==> src/rtl/inst_prefetch_buf_if.sv <==
// Fetch-side and consume-side signals of the instruction prefetch queue.
// Signal names carry the direction as seen from the queue itself.
interface inst_prefetch_buf_if #(
  parameter int unsigned AddrWidth  = 32,
  parameter int unsigned InstrWidth = 32,
  parameter int unsigned CntWidth   = 3
);
  // Instruction memory side
  logic                  imem_read_o;
  logic [AddrWidth-1:0]  imem_addr_o;
  logic [InstrWidth-1:0] imem_inst_i;
  logic                  imem_stall_i;

  // Pipeline control side
  logic                  redirect_i;
  logic [AddrWidth-1:0]  redirect_pc_i;

  // Decode side
  logic                  inst_valid_o;
  logic [InstrWidth-1:0] inst_o;
  logic [AddrWidth-1:0]  pc_o;
  logic                  inst_ready_i;
  logic [CntWidth-1:0]   count_o;

  modport master (
    output imem_read_o, imem_addr_o, inst_valid_o, inst_o, pc_o, count_o,
    input  imem_inst_i, imem_stall_i, redirect_i, redirect_pc_i, inst_ready_i
  );

  modport slave (
    input  imem_read_o, imem_addr_o, inst_valid_o, inst_o, pc_o, count_o,
    output imem_inst_i, imem_stall_i, redirect_i, redirect_pc_i, inst_ready_i
  );
endinterface

==> src/rtl/inst_prefetch_buf.sv <==
// Sequential instruction prefetch FIFO of {pc, inst} pairs between imem and IF/ID,
// with redirect handling that safely drains a stalled in-flight fetch.
module inst_prefetch_buf #(
  parameter int unsigned           AddrWidth  = 32,
  parameter int unsigned           InstrWidth = 32,
  parameter int unsigned           Depth      = 4,
  parameter logic [AddrWidth-1:0]  ResetPc    = '0,
  parameter logic [InstrWidth-1:0] NopInstr   = InstrWidth'(32'h0000_0013)
) (
  input  logic               clk,
  input  logic               rstn,
  inst_prefetch_buf_if.master bus
);

  localparam int unsigned PtrWidth = $clog2(Depth);
  localparam int unsigned CntWidth = PtrWidth + 1;

  localparam logic [CntWidth-1:0]  DepthCnt = CntWidth'(Depth);
  localparam logic [AddrWidth-1:0] PcStep   = AddrWidth'(4);

  localparam logic [1:0] StIdle    = 2'd0;
  localparam logic [1:0] StFetch   = 2'd1;
  localparam logic [1:0] StDiscard = 2'd2;

  if (Depth < 2 || (Depth & (Depth - 1)) != 0) begin : g_depth_check
    $error("inst_prefetch_buf: Depth must be a power of two and >= 2");
  end

  logic [1:0]           state_q, state_d;
  logic [AddrWidth-1:0] fetch_pc_q, fetch_pc_d;
  logic [AddrWidth-1:0] redir_pc_q, redir_pc_d;
  logic [PtrWidth-1:0]  wr_ptr_q, wr_ptr_d;
  logic [PtrWidth-1:0]  rd_ptr_q, rd_ptr_d;
  logic [CntWidth-1:0]  count_q, count_d;

  logic [AddrWidth-1:0]  pc_mem_q   [Depth];
  logic [InstrWidth-1:0] inst_mem_q [Depth];

  logic empty, full;
  logic imem_read;
  logic stalled;
  logic push, pop;

  assign empty = (count_q == '0);
  assign full  = (count_q == DepthCnt);

  // A stalled request can never coexist with full: it was issued below Depth and
  // only pops can happen while it waits, so gating on !full keeps it asserted.
  // NOTE: every signal driven in always_comb gets a default first so no path can infer a latch.
  always_comb begin
    imem_read = 1'b0;
    case (state_q)
      StFetch:   imem_read = !full;
      StDiscard: imem_read = 1'b1;
      default:   imem_read = 1'b0;
    endcase
  end

  assign stalled = imem_read && bus.imem_stall_i;
  assign push    = (state_q == StFetch) && imem_read && !bus.imem_stall_i && !bus.redirect_i;
  assign pop     = !empty && bus.inst_ready_i && !bus.redirect_i;

  always_comb begin
    state_d    = state_q;
    fetch_pc_d = fetch_pc_q;
    redir_pc_d = redir_pc_q;
    case (state_q)
      StIdle: begin
        state_d = StFetch;
        if (bus.redirect_i) fetch_pc_d = bus.redirect_pc_i;
      end
      StFetch: begin
        if (bus.redirect_i) begin
          if (stalled) begin
            // The old address must stay on the bus until imem finishes with it.
            state_d    = StDiscard;
            redir_pc_d = bus.redirect_pc_i;
          end else begin
            fetch_pc_d = bus.redirect_pc_i;
          end
        end else if (push) begin
          fetch_pc_d = fetch_pc_q + PcStep;
        end
      end
      StDiscard: begin
        if (stalled) begin
          if (bus.redirect_i) redir_pc_d = bus.redirect_pc_i;
        end else begin
          state_d    = StFetch;
          fetch_pc_d = bus.redirect_i ? bus.redirect_pc_i : redir_pc_q;
        end
      end
      default: state_d = StIdle;
    endcase
  end

  always_comb begin
    wr_ptr_d = wr_ptr_q;
    rd_ptr_d = rd_ptr_q;
    count_d  = count_q;
    if (bus.redirect_i) begin
      wr_ptr_d = '0;
      rd_ptr_d = '0;
      count_d  = '0;
    end else begin
      if (push) wr_ptr_d = wr_ptr_q + PtrWidth'(1);
      if (pop)  rd_ptr_d = rd_ptr_q + PtrWidth'(1);
      count_d = count_q + CntWidth'(push) - CntWidth'(pop);
    end
  end

  // NOTE: state registers use non-blocking assignments so every flop samples pre-edge values.
  always_ff @(posedge clk or negedge rstn) begin
    if (!rstn) begin
      state_q    <= StIdle;
      fetch_pc_q <= ResetPc;
      redir_pc_q <= ResetPc;
      wr_ptr_q   <= '0;
      rd_ptr_q   <= '0;
      count_q    <= '0;
    end else begin
      state_q    <= state_d;
      fetch_pc_q <= fetch_pc_d;
      redir_pc_q <= redir_pc_d;
      wr_ptr_q   <= wr_ptr_d;
      rd_ptr_q   <= rd_ptr_d;
      count_q    <= count_d;
    end
  end

  // NOTE: storage is deliberately not reset; count_q alone decides what is visible.
  always_ff @(posedge clk) begin
    if (push) begin
      pc_mem_q[wr_ptr_q]   <= fetch_pc_q;
      inst_mem_q[wr_ptr_q] <= bus.imem_inst_i;
    end
  end

  assign bus.imem_read_o  = imem_read;
  assign bus.imem_addr_o  = fetch_pc_q;
  assign bus.inst_valid_o = !empty;
  assign bus.inst_o       = empty ? NopInstr : inst_mem_q[rd_ptr_q];
  assign bus.pc_o         = empty ? '0 : pc_mem_q[rd_ptr_q];
  assign bus.count_o      = count_q;

endmodule
==> src/flat_wrapper.sv <==
// flat-port wrapper written by rule: the top's interface ports become plain ports
module inst_prefetch_buf_flat 
#(
  parameter int unsigned           AddrWidth  = 32,
  parameter int unsigned           InstrWidth = 32,
  parameter int unsigned           Depth      = 4,
  parameter logic [AddrWidth-1:0]  ResetPc    = '0,
  parameter logic [InstrWidth-1:0] NopInstr   = InstrWidth'(32'h0000_0013)
)
  (clk, rstn, bus_imem_read_o, bus_imem_addr_o, bus_inst_valid_o, bus_inst_o, bus_pc_o, bus_count_o, bus_imem_inst_i, bus_imem_stall_i, bus_redirect_i, bus_redirect_pc_i, bus_inst_ready_i);
  inst_prefetch_buf_if #(.AddrWidth(AddrWidth), .InstrWidth(InstrWidth)) bus_i ();
  input  logic clk;
  input  logic rstn;
  output wire logic [$bits(bus_i.imem_read_o)-1:0] bus_imem_read_o;
  output wire logic [$bits(bus_i.imem_addr_o)-1:0] bus_imem_addr_o;
  output wire logic [$bits(bus_i.inst_valid_o)-1:0] bus_inst_valid_o;
  output wire logic [$bits(bus_i.inst_o)-1:0] bus_inst_o;
  output wire logic [$bits(bus_i.pc_o)-1:0] bus_pc_o;
  output wire logic [$bits(bus_i.count_o)-1:0] bus_count_o;
  input wire logic [$bits(bus_i.imem_inst_i)-1:0] bus_imem_inst_i;
  input wire logic [$bits(bus_i.imem_stall_i)-1:0] bus_imem_stall_i;
  input wire logic [$bits(bus_i.redirect_i)-1:0] bus_redirect_i;
  input wire logic [$bits(bus_i.redirect_pc_i)-1:0] bus_redirect_pc_i;
  input wire logic [$bits(bus_i.inst_ready_i)-1:0] bus_inst_ready_i;
  assign bus_imem_read_o = bus_i.imem_read_o;
  assign bus_imem_addr_o = bus_i.imem_addr_o;
  assign bus_inst_valid_o = bus_i.inst_valid_o;
  assign bus_inst_o = bus_i.inst_o;
  assign bus_pc_o = bus_i.pc_o;
  assign bus_count_o = bus_i.count_o;
  assign bus_i.imem_inst_i = bus_imem_inst_i;
  assign bus_i.imem_stall_i = bus_imem_stall_i;
  assign bus_i.redirect_i = bus_redirect_i;
  assign bus_i.redirect_pc_i = bus_redirect_pc_i;
  assign bus_i.inst_ready_i = bus_inst_ready_i;
  inst_prefetch_buf #(.AddrWidth(AddrWidth), .InstrWidth(InstrWidth), .Depth(Depth), .ResetPc(ResetPc), .NopInstr(NopInstr)) u_core (.clk(clk), .rstn(rstn), .bus(bus_i));
endmodule
==> config.mk <==
export PLATFORM = sky130hd
export DESIGN_NAME = inst_prefetch_buf_flat
export DESIGN_NICKNAME = d
export VERILOG_FILES = /design/src/rtl/inst_prefetch_buf_if.sv /design/src/rtl/inst_prefetch_buf.sv /design/src/flat_wrapper.sv
export SDC_FILE = /design/constraint.sdc
export NUM_CORES = 1
export LEC_CHECK = 0
export BUFFER_PORTS_ARGS = -buffer_cell sky130_fd_sc_hd__buf_2
export CORE_ASPECT_RATIO = 1.75
export CORE_MARGIN = 5
export CORE_UTILIZATION = 36
export CTS_CLUSTER_DIAMETER = 30
export CTS_CLUSTER_SIZE = 25
export DETAILED_ROUTE_END_ITERATION = 8
export SLEW_MARGIN = 10
export SYNTH_ARGS = -nofsm -noshare
export SYNTH_HDL_FRONTEND = slang
export SYNTH_SLANG_ARGS = --single-unit
export TNS_END_PERCENT = 20
==> constraint.sdc <==
create_clock -name clk -period 7.96 [get_ports clk]
set_input_delay 0.398 -clock clk [delete_from_list [all_inputs] [get_ports clk]]
set_output_delay 0.398 -clock clk [all_outputs]
set_load 0.01 [all_outputs]
* Yosys cells after proc, flatten, opt, wreduce, memory -nomap -nowiden
Memories as Yosys holds them, arrays and structs flattened.
Cells that the tools add are included.
** Storage, ports and cells
- Register bits :: 73
- RAM bits :: 256
- Input bits :: 69
- Output and inout bits :: 101
- Word-level logic and storage cells :: 67
- Memories kept :: 2
** Operators by class
- Add/sub/neg operators :: 5
- Equal/unequal tests :: 10
- Mux-type cells :: 25
- Reduce and logical (&&, ||, !) cells :: 19
** Memories
- u_core.inst_mem_q :: depth 4, width 32, rd ports 1, clocked after Yosys merged registers in 0, write ports 1, RTL line inst_prefetch_buf.sv:37 : logic [InstrWidth-1:0] inst_mem_q [Depth];
- u_core.pc_mem_q :: depth 4, width 32, rd ports 1, clocked after Yosys merged registers in 0, write ports 1, RTL line inst_prefetch_buf.sv:36 : logic [AddrWidth-1:0] pc_mem_q [Depth];
** Operators by type and width (number)
- two-way mux 32 bit :: 11
- case mux 32 bit (3 select lines) :: 1
- case mux 32 bit (2 select lines) :: 1
- adder 32 x 3 -> 32 bit, second input constant :: 1
- two-way mux 2 bit :: 7
- logical AND 1 bit :: 6
- inequality test 2 bit, second input constant :: 3
- case mux 2 bit (3 select lines) :: 1
- nonzero test 2 bit :: 3
- AND reduction 5 bit :: 1
- adder 2 x 1 -> 2 bit, second input constant :: 2
- zero test 1 bit :: 4
- inequality test 2 x 1 -> 1 bit, second input constant :: 2
- AND reduction 4 bit :: 1
- adder 3 x 1 -> 3 bit :: 1
- == test 3 bit, second input constant :: 1
- zero test 3 bit :: 1
- two-way mux 3 bit :: 1
- inequality test 3 x 2 -> 1 bit, second input constant :: 1
- inequality test 3 bit, second input constant :: 1
- AND reduction 3 bit :: 1
- nonzero test 3 bit :: 1
- subtractor 3 x 1 -> 3 bit :: 1
- == test 2 x 1 -> 1 bit, second input constant :: 1
- other kinds (4) :: 5

* Longest topological paths before layout
- Depth in word-level cells :: 9
- Mapped depth :: 12
- Depth with buffers taken out :: 11

* Worst setup path before layout
No wires, ideal clock.
- Path type :: register to register
- From :: register u_core.state_q[0]
- To :: memory u_core.inst_mem_q[0][0], enable pin
- Setup time :: 429 ps
- Arrival :: 3099 ps
- Required time :: 7531 ps
- Path slack :: 4432 ps
- Stages on the path, launching flop included :: 8
- Buffers on the path :: 1
- Period minus slack after synthesis :: 3528 ps
- Cell sequence :: dfrtp_1 -> inv_1 -> ha_1 -> clkbuf_1 -> a21oi_1 -> nand2b_1 -> nor3_1 -> and2_1
** On the way
- Longest elaborated chain between the ends :: 7
- Elaborated cells between the ends (all ways) :: 8
- Those cells by class :: 2 x eq/ne; 3 x mux; 3 x reduce/logical
** Ends and longest elaborated chain
- start, declared :: RTL line inst_prefetch_buf.sv:29 : logic [1:0] state_q, state_d;
- start signal, assigned :: RTL line inst_prefetch_buf.sv:115 : state_q <= StIdle;
- start signal, assigned :: RTL line inst_prefetch_buf.sv:122 : state_q <= state_d;
- == test 2 bit / == test 2 x 1 -> 1 bit (equally long branches) :: RTL line inst_prefetch_buf.sv:52, inst_prefetch_buf.sv:60
- case mux 1 bit (2 select lines) :: RTL line inst_prefetch_buf.sv:52 : case (state_q)
- logical AND 1 bit * (3 in series) :: RTL line inst_prefetch_buf.sv:60 : assign push = (state_q == StFetch) && imem_read && !bus.imem_stall_i && !bus.redirect_i;
- two-way mux 1 bit * :: RTL line inst_prefetch_buf.sv:133 : if (push) begin
- two-way mux 1 bit (not written as such) * :: RTL line inst_prefetch_buf.sv:135 : inst_mem_q[wr_ptr_q] <= bus.imem_inst_i;
- end, declared :: RTL line inst_prefetch_buf.sv:37
Mark *: on every way between the ends. The rest lies on a longest branch, timed or not.

* Worst setup path after layout
- From :: register u_core.rd_ptr_q[0]
- To :: output port bus_inst_o[4]
** On the way
- Longest elaborated chain between the ends :: 2
** Ends and longest elaborated chain
- start, declared :: RTL line inst_prefetch_buf.sv:33 : logic [PtrWidth-1:0] rd_ptr_q, rd_ptr_d;
- start signal, assigned :: RTL line inst_prefetch_buf.sv:126 : rd_ptr_q <= rd_ptr_d;
- memory read (4 x 32 bit)
- two-way mux 32 bit :: RTL line inst_prefetch_buf.sv:142 : assign bus.inst_o = empty ? NopInstr : inst_mem_q[rd_ptr_q];
- end, declared :: RTL line flat_wrapper.sv:17 : output wire logic [$bits(bus_i.inst_o)-1:0] bus_inst_o;
Every way passes these cells.

==> results.json <==
{
  "ir_worst_vdd_v": 0.0001648,
  "slew_viol_final": 0,
  "max_freq_mhz": 278.7,
  "placed_cell_area_um2": 15710,
  "wl_per_cell_um": 22.46,
  "finalPower_mw": 6.285,
  "crit_path_max_incr_delay_ns": 0.79,
  "cts_tree": "built",
  "clock_latency_ns": 0.54,
  "grt_pass1_wl_um": 54880,
  "p_seq_share_pct": 40.2,
  "reg2reg_setup_slack_ns": 4.58,
  "antenna_found_initial": 1,
  "fin_worst_skew_ns": 0.02346,
  "cts_setup_buffers": 0,
  "gr-total-overflow": 0,
  "avgSynthCellArea_um2": 15.69,
  "drtIter0Drc": 569,
  "postRouteWirelength_um": 36040,
  "coreArea_um2": 39810,
  "worstPathArrival_ns": 3.19,
  "post-route-period-util_pct": 45.08,
  "p_leak_nw": 6.147,
  "hpwl_um": 23370,
  "ant_nets": 0,
  "portBuffers": 169,
  "postLayoutCellArea_um2": 17040,
  "synth_common_cells": "edfxtp_1, dfrtp_1, and2_1",
  "drc_errors": 0,
  "grt.total_usage_pct": 16.11,
  "cp_data_required_time_ns": 7.56,
  "fin_nets": 1161,
  "critPathLaunchType": "flip-flop",
  "synth_area_leader_cell": "edfxtp_1",
  "crit_buf_inv": 2,
  "max-clock-path-buffers": 3,
  "cts-buffers-inserted": 38,
  "pre_cts_ws_ns": 4.436,
  "fillCellCount": 3617,
  "power_frac_comb_pct": 31.2,
  "synth_nets": 1000,
  "die_y_um": 274.6,
  "root_buffer": "clkbuf_16",
  "status": "completed",
  "utilization_pct": 42.81,
  "cts_resized": 0,
  "sw_frac_of_total_pct": 35.51,
  "tightest_slew_ns": 1.251,
  "fin_cells": 1605,
  "synth_most_common_cell": "edfxtp_1",
  "syn2layout_area_growth_pct": 18.32,
  "syn-cell-area_um2": 14400,
  "setup_violations": 0,
  "htree_levels": 2,
  "r2r-end": "u_core.bus.imem_addr_o[17]",
  "rsz0062_at_grt": "false",
  "viasPerCell": 5.438,
  "async_flop_share_pct": 22.19,
  "num_vias": 8728,
  "cts.sinks": 329,
  "critPathKind": "reg -> out",
  "power_density_nw_per_um2": 368.8,
  "min_period_ns": 3.589,
  "ys_types": 71,
  "drive_gt1_share_pct": 33.90,
  "netlist_instances": 918,
  "clkPwrFrac_pct": 28.6,
  "hold_ws_ns": 0.07201,
  "switching_power_mw": 2.232,
  "relSlewSlack_pct": 16.51,
  "intPower_mw": 4.053,
  "worstPathMaxFanout": 40,
  "worst_setup_path_end_kind": "output pin",
  "gp_congestion": 0.8116,
  "worstRegToRegCells": 8,
  "ys_seq_elements": 329,
  "hold_path_startpoint": "bus_imem_inst_i[15]",
  "clk_pin_slew_ns": 0.07,
  "final-hold-violation-count": 0,
  "synth_top_area_share_pct": 53.38,
  "dp.cells": 1533,
  "min_path_type": "in -> reg",
  "path_cells": "buf_4 > mux4_2 > or2_2 > buf_2",
  "crit_slowest_cell": "dfrtp_4",
  "hold_depth": 1,
  "maxCapViolCount": 0,
  "fin_tns_setup_ns": 0,
  "dieArea_um2": 44260,
  "synth_edf_count": 256,
  "ys.flop_type": "edfxtp_1",
  "rows": 97,
  "critPathTopFamily": "buffers and inverters",
  "ys_warn_count": 0,
  "dr.pass1.iters": 5,
  "grt_pass1_vias": 9107,
  "seq_area_frac_synth_pct": 66.06,
  "io_pins": 170,
  "setup_ws_ns": 4.371,
  "r2r-start": "u_core.state_q[0]",
  "fp.dieW_um": 161.2,
  "hold_end": "u_core.inst_mem_q[1][15]",
  "grt_max_degree": 66,
  "start_util_pct": 36.18,
  "ys_top_cells_by_area": "edfxtp_1, dfrtp_1, mux4_2"
}
## cell usage in the layout (no fill, tap or decap), drive strengths merged, types with 13 or more instances in the layout
cell type / instances
clkbuf: 40
mux4: 64
buf: 178
mux2: 46
nor3: 13
o21ai: 45
inv: 31
nor2: 38
edfxtp: 256
nand3: 19
nand2: 30
and2: 68
dfrtp: 73
## metal layers
metal  wire length [um]  track usage, %
met1              13460           18.43
met5                  0               0
met4               1700           7.886
met3               1692           2.803
met2              19190           29.07
## area by class of cell
| class | instances | area [um^2] | area share [%] |
|---|---|---|---|
| Timing Repair Buffer | 179 | 923.4 | 5.419 |
| Clock buffer | 40 | 968.4 | 5.683 |
| Clock inverter | 30 | 347.8 | 2.041 |
| Tap cell | 495 | 619.3 | 3.635 |
| Multi-Input combinational cell | 516 | 4601 | 27.00 |
| Antenna cell | 1 | 2.502 | 0.01469 |
| Sequential cell | 329 | 9522 | 55.88 |
| Inverter | 15 | 56.30 | 0.3304 |
## how the worst max path moves through the flow
stage	start	to	slack (ns)	cells past startpoint
floorplan	u_core.state_q[0]	u_core.inst_mem_q[0][0]	4.43	7
global placement	bus_redirect_i	u_core.bus.imem_addr_o[29]	4.50	7
detailed placement	bus_redirect_i	u_core.bus.imem_addr_o[17]	4.44	7
CTS	u_core.rd_ptr_q[0]	bus_inst_o[4]	4.23	4
global route	u_core.rd_ptr_q[0]	bus_inst_o[4]	4.11	4
finish	u_core.rd_ptr_q[0]	bus_inst_o[4]	4.37	4
## flip-flops by register name, indices dropped and copies added, names as in the netlist
| register | count |
|---|---|
| u_core.bus.count_o | 3 |
| u_core.redir_pc_q | 32 |
| u_core.rd_ptr_q | 2 |
| u_core.pc_mem_q | 128 |
| u_core.wr_ptr_q | 2 |
| u_core.state_q | 2 |
| u_core.inst_mem_q | 128 |
| u_core.bus.imem_addr_o | 32 |
## power by group through the flow
| stage | Sequential (mW) | Clock [mW] | Combinational (mW) |
|---|---|---|---|
| after global placement | 2.55 | 0 | 1.97 |
| after CTS | 2.53 | 1.84 | 2.00 |
| after global routing | 2.57 | 1.90 | 2.17 |
| after floorplan | 2.42 | 0 | 1.34 |
| final | 2.53 | 1.80 | 1.96 |
| after detailed placement | 2.57 | 0 | 1.99 |
## worst register-to-register path: stages (launching register included)
cell and delay (ns):
dfrtp_1 0.41, inv_1 0.10, ha_1 0.20, buf_4 0.25
or4b_1 0.60, mux2i_1 0.18, nor2_2 1.00, o21ai_0 0.28
a22o_1 0.25
## logic make-up after synthesis
| kind of cell | Yosys count | share of synthesized area, % |
|---|---|---|
| flip-flops | 329 | 66.06 |
| XOR/XNOR | 12 | 0.7298 |
| adder cells (fa/ha/maj) | 13 | 1.182 |
| multiplexers | 114 | 13.88 |
| buffers and inverters | 73 | 2.103 |
| AO/OA/AOI/OAI | 148 | 7.211 |
| AND/OR/NAND/NOR | 229 | 8.827 |
## timing repair
action,CTS,global route
hold buffers,1,0
hold endpoints to repair,10,0
setup endpoints to repair,0,0
(Power assumes the default switching activity.)
